File: config.mk
export PLATFORM = sky130hd
export DESIGN_NAME = rs_entry_array
export DESIGN_NICKNAME = d
export VERILOG_FILES = /design/src/rtl/rs_entry_array.sv
export SDC_FILE = /design/constraint.sdc
export NUM_CORES = 1
export LEC_CHECK = 0
export ABC_AREA = 0
export CAP_MARGIN = 20
export CORE_UTILIZATION = 45
export DETAILED_ROUTE_END_ITERATION = 10
export DONT_BUFFER_PORTS = 1
export GPL_TIMING_DRIVEN = 0
export SETUP_SLACK_MARGIN = 0.1
export SLEW_MARGIN = 20
export SYNTH_ARGS = -nofsm -noshare
export SYNTH_HDL_FRONTEND = slang
export SYNTH_SLANG_ARGS = --single-unit
File: constraint.sdc
create_clock -name clk_i -period 6.4 [get_ports clk_i]
set_clock_uncertainty 0.15 [all_clocks]
set_input_delay 0.32 -clock clk_i [delete_from_list [all_inputs] [get_ports clk_i]]
set_output_delay 0.32 -clock clk_i [all_outputs]
set_load 0.005 [all_outputs]
File: src/rtl/rs_entry_array.sv
// Reservation-station entry storage: allocation into the lowest free slot,
// tag wakeup, per-entry age stamping and dual-slot issue from selector grants.
module rs_entry_array #(
  parameter int RS_SIZE        = 4,
  parameter int RS_INDEX_WIDTH = 2,
  parameter int AGE_WIDTH      = 16,
  parameter int TAG_WIDTH      = 6,
  parameter int PAYLOAD_WIDTH  = 32
) (
  input  logic                                  clk_i,
  input  logic                                  rst_ni,
  input  logic                                  flush_i,
  input  logic                                  alloc_valid_i,
  output logic                                  alloc_ready_o,
  input  logic [TAG_WIDTH-1:0]                  alloc_src1_tag_i,
  input  logic [TAG_WIDTH-1:0]                  alloc_src2_tag_i,
  input  logic                                  alloc_src1_rdy_i,
  input  logic                                  alloc_src2_rdy_i,
  input  logic [PAYLOAD_WIDTH-1:0]              alloc_payload_i,
  input  logic                                  wakeup_valid_i,
  input  logic [TAG_WIDTH-1:0]                  wakeup_tag_i,
  output logic [RS_SIZE-1:0]                    ready_o,
  output logic [RS_SIZE-1:0][AGE_WIDTH-1:0]     ages_o,
  input  logic                                  first_valid_i,
  input  logic                                  second_valid_i,
  input  logic [RS_INDEX_WIDTH-1:0]             first_index_i,
  input  logic [RS_INDEX_WIDTH-1:0]             second_index_i,
  output logic                                  issue0_valid_o,
  output logic                                  issue1_valid_o,
  output logic [PAYLOAD_WIDTH-1:0]              issue0_payload_o,
  output logic [PAYLOAD_WIDTH-1:0]              issue1_payload_o,
  output logic [RS_INDEX_WIDTH:0]               count_o
);

  // Allocation stops one below all-ones so the all-ones age (the "invalid"
  // marker seen by the selector) can never be stamped into an entry.
  localparam logic [AGE_WIDTH-1:0] AGE_LIMIT = {{(AGE_WIDTH-1){1'b1}}, 1'b0};

  logic [RS_SIZE-1:0]        valid_q, valid_d;
  logic [RS_SIZE-1:0]        src1_rdy_q, src1_rdy_d;
  logic [RS_SIZE-1:0]        src2_rdy_q, src2_rdy_d;
  logic [TAG_WIDTH-1:0]      src1_tag_q [RS_SIZE];
  logic [TAG_WIDTH-1:0]      src2_tag_q [RS_SIZE];
  logic [PAYLOAD_WIDTH-1:0]  payload_q  [RS_SIZE];
  logic [AGE_WIDTH-1:0]      age_q      [RS_SIZE];
  logic [AGE_WIDTH-1:0]      age_cnt_q, age_cnt_d;

  logic                      free_found;
  logic [RS_INDEX_WIDTH-1:0] free_idx;
  logic                      alloc_fire;
  logic                      alloc_src1_rdy;
  logic                      alloc_src2_rdy;

  // Lowest-index free entry, looked up in registered state only so an entry
  // freed by issue this cycle is not handed out until the next cycle.
  always_comb begin
    free_found = 1'b0;
    free_idx   = '0;
    for (int i = RS_SIZE - 1; i >= 0; i--) begin
      if (!valid_q[i]) begin
        free_found = 1'b1;
        free_idx   = RS_INDEX_WIDTH'(i);
      end
    end
  end

  assign alloc_ready_o  = free_found && (age_cnt_q != AGE_LIMIT) && !flush_i;
  assign alloc_fire     = alloc_valid_i && alloc_ready_o;
  // A result broadcast in the allocation cycle would otherwise be missed.
  assign alloc_src1_rdy = alloc_src1_rdy_i || (wakeup_valid_i && (alloc_src1_tag_i == wakeup_tag_i));
  assign alloc_src2_rdy = alloc_src2_rdy_i || (wakeup_valid_i && (alloc_src2_tag_i == wakeup_tag_i));

  assign ready_o = valid_q & src1_rdy_q & src2_rdy_q;

  // Issue slots: grants to non-ready entries are dropped; slot 1 yields to slot 0 on a duplicate index.
  always_comb begin
    issue0_valid_o   = !flush_i && first_valid_i && ready_o[first_index_i];
    issue1_valid_o   = !flush_i && second_valid_i && ready_o[second_index_i]
                       && ((second_index_i != first_index_i) || !first_valid_i);
    issue0_payload_o = payload_q[first_index_i];
    issue1_payload_o = payload_q[second_index_i];
  end

  // Per-entry age as presented to the selector; empty slots read as youngest-possible (all-ones).
  always_comb begin
    for (int i = 0; i < RS_SIZE; i++) begin
      ages_o[i] = valid_q[i] ? age_q[i] : {AGE_WIDTH{1'b1}};
    end
  end

  // Occupancy count from registered valid bits.
  always_comb begin
    count_o = '0;
    for (int i = 0; i < RS_SIZE; i++) begin
      count_o = count_o + (RS_INDEX_WIDTH + 1)'(valid_q[i]);
    end
  end

  // Next-state for valid/ready bits and the age counter; flush overrides everything.
  always_comb begin
    valid_d    = valid_q;
    src1_rdy_d = src1_rdy_q;
    src2_rdy_d = src2_rdy_q;
    for (int i = 0; i < RS_SIZE; i++) begin
      if (valid_q[i] && wakeup_valid_i && (src1_tag_q[i] == wakeup_tag_i)) src1_rdy_d[i] = 1'b1;
      if (valid_q[i] && wakeup_valid_i && (src2_tag_q[i] == wakeup_tag_i)) src2_rdy_d[i] = 1'b1;
      if ((issue0_valid_o && (first_index_i == RS_INDEX_WIDTH'(i))) ||
          (issue1_valid_o && (second_index_i == RS_INDEX_WIDTH'(i)))) begin
        valid_d[i] = 1'b0;
      end
      if (alloc_fire && (free_idx == RS_INDEX_WIDTH'(i))) begin
        valid_d[i]    = 1'b1;
        src1_rdy_d[i] = alloc_src1_rdy;
        src2_rdy_d[i] = alloc_src2_rdy;
      end
    end
    if (flush_i) valid_d = '0;

    // The counter restarts once the array drains so ages stay compact.
    if (flush_i)              age_cnt_d = '0;
    else if (alloc_fire)      age_cnt_d = age_cnt_q + 1'b1;
    else if (valid_d == '0)   age_cnt_d = '0;
    else                      age_cnt_d = age_cnt_q;
  end

  // Control state: valid/ready bits and age counter, cleared asynchronously.
  always_ff @(posedge clk_i or negedge rst_ni) begin
    if (!rst_ni) begin
      valid_q    <= '0;
      src1_rdy_q <= '0;
      src2_rdy_q <= '0;
      age_cnt_q  <= '0;
    end else begin
      valid_q    <= valid_d;
      src1_rdy_q <= src1_rdy_d;
      src2_rdy_q <= src2_rdy_d;
      age_cnt_q  <= age_cnt_d;
    end
  end

  // Entry data is only meaningful while valid, so it is written on allocation and never reset.
  always_ff @(posedge clk_i) begin
    if (alloc_fire) begin
      src1_tag_q[free_idx] <= alloc_src1_tag_i;
      src2_tag_q[free_idx] <= alloc_src2_tag_i;
      payload_q[free_idx]  <= alloc_payload_i;
      age_q[free_idx]      <= age_cnt_q;
    end
  end

endmodule

==> results.tsv, run 1 <==
metric	value	unit
hold_sp	flush_i	
placement row count	58	
Power Density	280	mW/mm2
crit-path cells	clkbuf_1 > clkbuf_1 > inv_1 > fa_1 > inv_1 > ha_1 > ha_1	
vias in the first global route	7091	
Yosys reg bits	268	
Area Growth Syn to Fin	18.7	%
Placed Area	0.0124	mm2
mean post-synth cell area	17.0	um2
Main synth FF type	edfxtp_1	
final core area utilization	54.6	%
r2r worst-path depth	10	
Crit. End Element	output pin	
ys async rst share	10.4	%
die width	163	um
vias per std cell	5.81	
maxcap violations	0	
Fillers	2004	
initial DRC count	437	
Netlist Area Pre-Place	0.0116	mm2
largest net degree at the start of global routing	29	
P_int	3030	uW
per-cell routed wire length	23.9	um
Hold EP	valid_q[2]	
post-CTS sizing	0	
worst reg2reg endpoint	src2_tag_q[2][3]	
CP delay by family, top	buffers and inverters	
setup total negative slack	0	ns
crit path max-delay cell type	clkbuf_1	
Post-Synthesis Cells	684	
Die Span Y	163	um
Clock Latency Late Sink	0.53	ns
worst setup margin	2.59	ns
Root Driver	clkbuf_16	
Worst Setup SP	valid_q[3]	
Largest stage delay, worst path	0.66	ns
clock network fraction of total power	41.3	%
FMAX	263	MHz
worst-path fanout max	10	
Synth Warn #	0	
share of layout cells above drive strength 1	18.3	%
DRC	0	
remaining global-route overflow	0	
clock buffer count from CTS	29	
Hold Path Stages	3	
CTS tree	done	
Reg clk slew, reported paths	0.06	ns
Worst Hold Class	in2reg	
Synth area leaders	edfxtp_1, mux4_2, dfrtp_1	
number of distinct library cells after synthesis	46	
antenna cells	0	
final instance area	0.0138	mm2
Vias	6620	
Comb pwr share	7.5	%
static leakage	0.00455	uW
Seq/Total Area, Yosys	68.0	%
GPL Wtd Cong	0.830	
Worst R2R Setup Slack	3.07	ns
final setup fails	0	
startpoint types	flip-flop	
first-pass GRT wire length	41800	um
Detailed Route WL	27200	um
H-Tree Depth	1	
fin crit period	3.81	ns
Hold Vio Cnt, Final	0	
Port Buffer Count	0	
worst path bufs/invs	4	
required time worst endpoint	5.93	ns
Clock Sinks	268	
Slew Limit Fails	0	
worst vdd ir	0.230	mV
number of synthesized flops with an enable pin	240	
GR Util All Layers	21.0	%
FF-to-FF Start	age_cnt_q[0]	
Die Area	0.0265	mm2
Synth top area share	62.0	%
Final #Nets	856	
Arrival @ worst endpoint	3.34	ns
RSZ-0062 raised after global routing	false	
core area	0.0253	mm2
I/O pin cnt	201	
switch share	21.7	%
final worst-path cycle share	59.5	%
Post-Place Setup Slack	3.10	ns
largest buffer count on any clock path	3	
Slew @ Worst Pin	0.910	ns
kind of critical path	reg2out	
Initial Utilization	46.0	%
Routed Antenna Nets	0	
Reg power frac	51.3	%
syn nets	752	
TritonRoute pass-1 iters	5	
status	finished clean	
P_sw	840	uW
relative slew slack	39.3	%
initial antenna violation count	0	
post-synth top area cell	edfxtp_1	
post-DP HPWL	19400	um
[tightest hold or removal path, stage by stage]
cell	delay (ns)
o31a_1	0.22
nor2_1	0.06
nor2_1	0.08
[worst max-delay path by stage]
stage | cells past startpoint | slack [ns] | endpoint
6_report | 7 | 2.59 | count_o[1]
3_3_place_gp | 6 | -3.56 | payload_q[2][19]
5_1_grt | 7 | 2.49 | count_o[1]
4_1_cts | 7 | 2.59 | count_o[1]
3_5_place_dp | 10 | 3.10 | src1_tag_q[2][1]
2_1_floorplan | 6 | 0.13 | age_q[2][0]
[layer usage]
metal	GRT usage (%)	wire, um	share of wire (%)
met5	0	0	0
met4	5.48	602	2.2
met3	4.25	1870	6.9
met2	37.4	14100	52
met1	26.0	10700	39
[kinds of logic (layout without fill, tap and decap cells)]
logic type	Yosys count	in the layout	share of synthesized area [%]
buffers and inverters	61	187	2.10
adders and majority gates	5	5	0.603
and+or+nand+nor	168	168	8.55
xor gates and xnor gates	63	63	4.75
DFF	268	268	68.0
muxes	65	65	12.6
AOI/OAI and AO/OA	54	54	3.39
[sequential cells by signal (all words and copies together) (netlist names)]
register	cells
payload_q	128
src2_rdy_q	4
src1_rdy_q	4
valid_q	4
src1_tag_q	24
age_q	64
age_cnt_q	16
src2_tag_q	24
[synthesized netlist by cell type (all sizes together) (2+ instances only)]
master,number
nand2b,65
nor3,20
and3,2
xnor2,8
nor4,14
nand4,7
o31a,4
or3,3
a21oi,12
xor2,55
a31oi,8
a31o,2
or4,9
o21ai,4
dfrtp,28
a32oi,2
clkbuf,18
nor2b,3
edfxtp,240
mux4,65
nor2,11
buf,17
nand2,14
and2,2
o31ai,14
nand3,17
ha,4
inv,26
o22ai,2
[power groups by stage]
stage / registers (uW) / logic [uW] / clock network [uW]
2_1_floorplan: 2010 / 175 / 0
3_3_place_gp: 2020 / 232 / 0
3_5_place_dp: 2020 / 252 / 0
4_1_cts: 1980 / 294 / 1630
5_1_grt: 1990 / 313 / 1690
6_report: 1980 / 288 / 1600
[per-stage QoR]
step	hold slack [ns]	power (uW)	std cells
6_report	0.0368	3870	1140
3_5_place_dp	-0.124	2270	1038
4_1_cts	0.0193	3900	1140
3_3_place_gp	-0.124	2260	1014
5_1_grt	0.0762	3990	1140
2_1_floorplan	-0.126	2190	684
[layout by cell type (no fill, tap or decap), types with 3 or more instances in the layout]
cell type / instances
inv_1: 25
a31oi_1: 8
clkbuf_16: 29
buf_8: 6
buf_4: 8
mux4_2: 65
o31ai_1: 14
o21ai_0: 3
buf_1: 10
or3_1: 3
edfxtp_1: 240
a21oi_1: 12
o31a_1: 4
buf_16: 3
clkinv_2: 4
xnor2_1: 8
ha_1: 4
nor3_1: 18
nor2_1: 10
buf_6: 8
nand2b_1: 65
dlygate4sd3_1: 48
or4_1: 9
nand4_1: 5
dfrtp_1: 28
nand2_1: 14
clkbuf_1: 26
clkbuf_8: 3
buf_2: 6
nand3_1: 17
clkinv_1: 5
nor2b_1: 3
nor4_1: 12
xor2_1: 55
[layout make-up]
class                      instances  area, um2  area share [%]
clock buffer                      40        797            5.78
tap                              330        413            2.99
buffer                            35        146            1.06
timing repair buffer              73        812            5.89
inverter                          26       97.6           0.708
sequential                       268       7910            57.3
clock inverter                    13        119           0.862
multi-input combinational        355       3500            25.4
[timing repair]
action                                 in CTS  in global routing
hold buffers                               49                  0
endpoints found under the hold margin     222                  0
setup buffers                               0                  0
No activity file was read; power rests on OpenSTA's default activity.
==> run 2, diff against run 1 <==
--- a/config.mk
+++ b/config.mk
@@ -5,7 +5,7 @@
 export SDC_FILE = /design/constraint.sdc
 export NUM_CORES = 1
 export LEC_CHECK = 0
-export ABC_AREA = 0
+export ABC_AREA = 1
 export CAP_MARGIN = 20
 export CORE_UTILIZATION = 45
 export DETAILED_ROUTE_END_ITERATION = 10
==> constraint.sdc (replaced) <==
create_clock -name clk_i -period 3.1 [get_ports clk_i]
set_clock_uncertainty 0.15 [all_clocks]
set_input_delay 0.155 -clock clk_i [delete_from_list [all_inputs] [get_ports clk_i]]
set_output_delay 0.155 -clock clk_i [all_outputs]
set_load 0.005 [all_outputs]
==> run 2 against run 1 <==
Sequential cell count did not move. Sequential share of layout area down 0.16 points. Clock power grew 100%. Core utilization down 0.16 points. Critical path depth fell by 1. Largest power group unchanged. Via count rose by 19%. Die area up 0.87%. Register-to-register slack got worse by 2.8 ns. Count of clock-buffer cells in the layout decreased by 6. Total power rose by 100%.
==> results.tsv, run 2 <==
metric	value	unit	change
status	finished clean		
worst-path fanout max	10		unchanged
startpoint types	flip-flop		
r2r worst-path depth	13		+3
most used routing layer	met2		
largest net degree at the start of global routing	41		+41%
DRC	0		unchanged
Seq/Total Area, Yosys	67.4	%	-0.60 points
per-cell routed wire length	22.3	um	-6.7%
TritonRoute pass-1 iters	5		unchanged
GPL Wtd Cong	0.801		-3.5%
largest reg by FF count	payload_q		
most frequent cells in the layout	edfxtp_1, inv_1, nand2_1, o221ai_1, or2_2		
CTS tree	done		
relative slew slack	54.8	%	+15 points
H-Tree Depth	1		unchanged
Clock Latency Late Sink	0.54	ns	about the same
Netlist Area Pre-Place	0.0117	mm2	+0.88%
syn nets	1000		+33%
met2 Use GR	39.5	%	+2.2 points
Synth area leaders	edfxtp_1, dfrtp_1, o221ai_1		
I/O pin cnt	201		unchanged
Hold Vio Cnt, Final	0		unchanged
Final #Nets	1099		+28%
Power Density	568	mW/mm2	+100%
Crit. End Element	output pin		
final core area utilization	54.5	%	-0.16 points
antenna cells	0		unchanged
Root Driver	clkbuf_16		
die width	163	um	+0.44%
kind of critical path	reg2out		
Synth Warn #	0		unchanged
Design Power	7850	uW	+100%
vias in the first global route	8043		+13%
synth cell count leaders	edfxtp_1, inv_1, nand2_1		
GR Util All Layers	23.2	%	+2.2 points
Routed Antenna Nets	0		unchanged
Post-Place Setup Slack	0.362	ns	-2.74 ns
Worst Setup SP	valid_q[0]		
clock buffer count from CTS	29		unchanged
number of synthesized flops with an enable pin	240		unchanged
routing usage on met3	4.77	%	+0.52 points
Area Growth Syn to Fin	17.9	%	
Arrival @ worst endpoint	2.58	ns	-0.76 ns
Fillers	2165		+8.0%
most common cell in the synthesized netlist	edfxtp_1		
Worst Setup EP	count_o[1]		
FF-to-FF Start	valid_q[2]		
maxcap violations	0		unchanged
Slew Limit Fails	0		unchanged
Synth top area share	61.5	%	-0.54 points
final worst-path cycle share	93.0	%	
Yosys reg bits	268		unchanged
FMAX	347	MHz	
initial DRC count	653		+49%
sequential cell area	0.00791	mm2	unchanged
required time worst endpoint	2.79	ns	-3.14 ns
Initial Utilization	46.2	%	+0.14 points
core area	0.0254	mm2	+0.57%
Multi-input gate area	0.00320	mm2	-8.7%
number of distinct library cells after synthesis	45		-2.2%
worst vdd ir	0.519	mV	+130%
Vias	7883		+19%
initial antenna violation count	0		unchanged
Clock Sinks	268		unchanged
Die Span Y	163	um	+0.44%
Port Buffer Count	0		unchanged
Slew @ Worst Pin	0.679	ns	-0.232 ns
Worst Hold Class	in2reg		
worst setup margin	0.217	ns	-2.38 ns
first-pass GRT wire length	46700	um	+12%
Detailed Route WL	30800	um	+13%
worst reg2reg endpoint	age_cnt_q[2]		
placement row count	58		unchanged
static leakage	0.00512	uW	+13%
vias per std cell	5.70		-1.8%
Die Area	0.0267	mm2	+0.87%
share of layout cells above drive strength 1	16.3	%	-1.9 points
mean post-synth cell area	12.6	um2	-26%
final setup fails	0		unchanged
largest buffer count on any clock path	3		unchanged
remaining global-route overflow	0		unchanged
Reg clk slew, reported paths	0.06	ns	about the same
post-synth top area cell	edfxtp_1		
Post-Synthesis Cells	932		+36%
Main synth FF type	edfxtp_1		
biggest regs	payload_q x128, age_q x64		
routing usage on met1	29.8	%	+3.9 points
most common cell after layout, fill and taps aside	edfxtp_1		
RSZ-0062 raised after global routing	false		
fin crit period	2.88	ns	
ys async rst share	10.4	%	unchanged
max reg flops	128		unchanged
Worst R2R Setup Slack	0.26	ns	-2.81 ns
post-DP HPWL	20200	um	+4.1%
-- run 2: cell count changes after synthesis, sizes merged, moves of 45 or more --
cell    before  now
o221ai       0   67
or2          0   66
a22oi        0   63
inv         26  124
xor2        55   10
mux4        65    0
nand2       14   92
nand2b      65    0
-- run 2: through the flow --
stage	area, um2	cells	hold WS [ns]	TNS [ns]
CTS	13800	1382	0.0156	0
finish	13800	1383	0.0289	0
global placement	12100	1262	-0.289	-242.16
global route	13800	1383	0.0522	0
detailed placement	12200	1266	-0.289	0
floorplan	11700	932	-0.291	0
-- run 2: cells by family after synthesis --
group / count (synthesis) / synth area share [%]
compound gates: 196 / 12.4
buf+inv: 164 / 5.43
fa+ha+maj: 5 / 0.597
xor+xnor: 20 / 1.49
simple gates: 275 / 12.3
mux: 4 / 0.341
flops: 268 / 67.4
-- run 2: power by group --
group | internal, uW | switching (uW) | total (uW)
Combinational | 196 | 346 | 542
Sequential | 4000 | 37.1 | 4040
Clock | 1880 | 1390 | 3270
Total | 6080 | 1780 | 7850
-- run 2: what timing repair did --
action                     CTS  global route
resized for setup            1             7
hold buffers                63             0
setup endpoints to repair    1            11
setup buffers                0             1
hold endpoints to repair   258             0
-- run 2: routing by layer --
layer	wire, um	part of all wire, %	up-vias
li1	-	-	3650
met1	12700	41	3878
met2	15200	49	300
met3	2250	7.3	55
met4	680	2.2	0
met5	0	0	-
-- run 2: critical path, cell delays in order, from the launching register on --
cell and delay, ns:
dfrtp_1 0.53, clkinvlp_4 0.20, clkbuf_2 0.23, fa_1 0.56, inv_1 0.04, ha_1 0.17
ha_1 0.30
-- run 2: worst min-delay path by stage --
stage / start / end / slack [ns] / cells after the start
after global routing: wakeup_tag_i[5] / src2_rdy_q[1] / 0.05 / 4
after floorplan: rst_ni / age_cnt_q[0] / -0.29 / 0
after CTS: wakeup_tag_i[1] / src1_rdy_q[1] / 0.02 / 6
after detailed placement: rst_ni / age_cnt_q[8] / -0.29 / 0
final: alloc_src1_tag_i[3] / src1_rdy_q[2] / 0.03 / 6
after global placement: rst_ni / age_cnt_q[8] / -0.29 / 0
-- run 2: area by class of cell --
class                           count  area share (%)
Buffer                             37            1.17
Clock buffer                       34            5.67
Clock inverter                     19           0.878
Inverter                          127            3.56
Multi-Input combinational cell    500            23.1
Sequential cell                   268            57.2
Tap cell                          330            2.99
Timing Repair Buffer               68            5.46
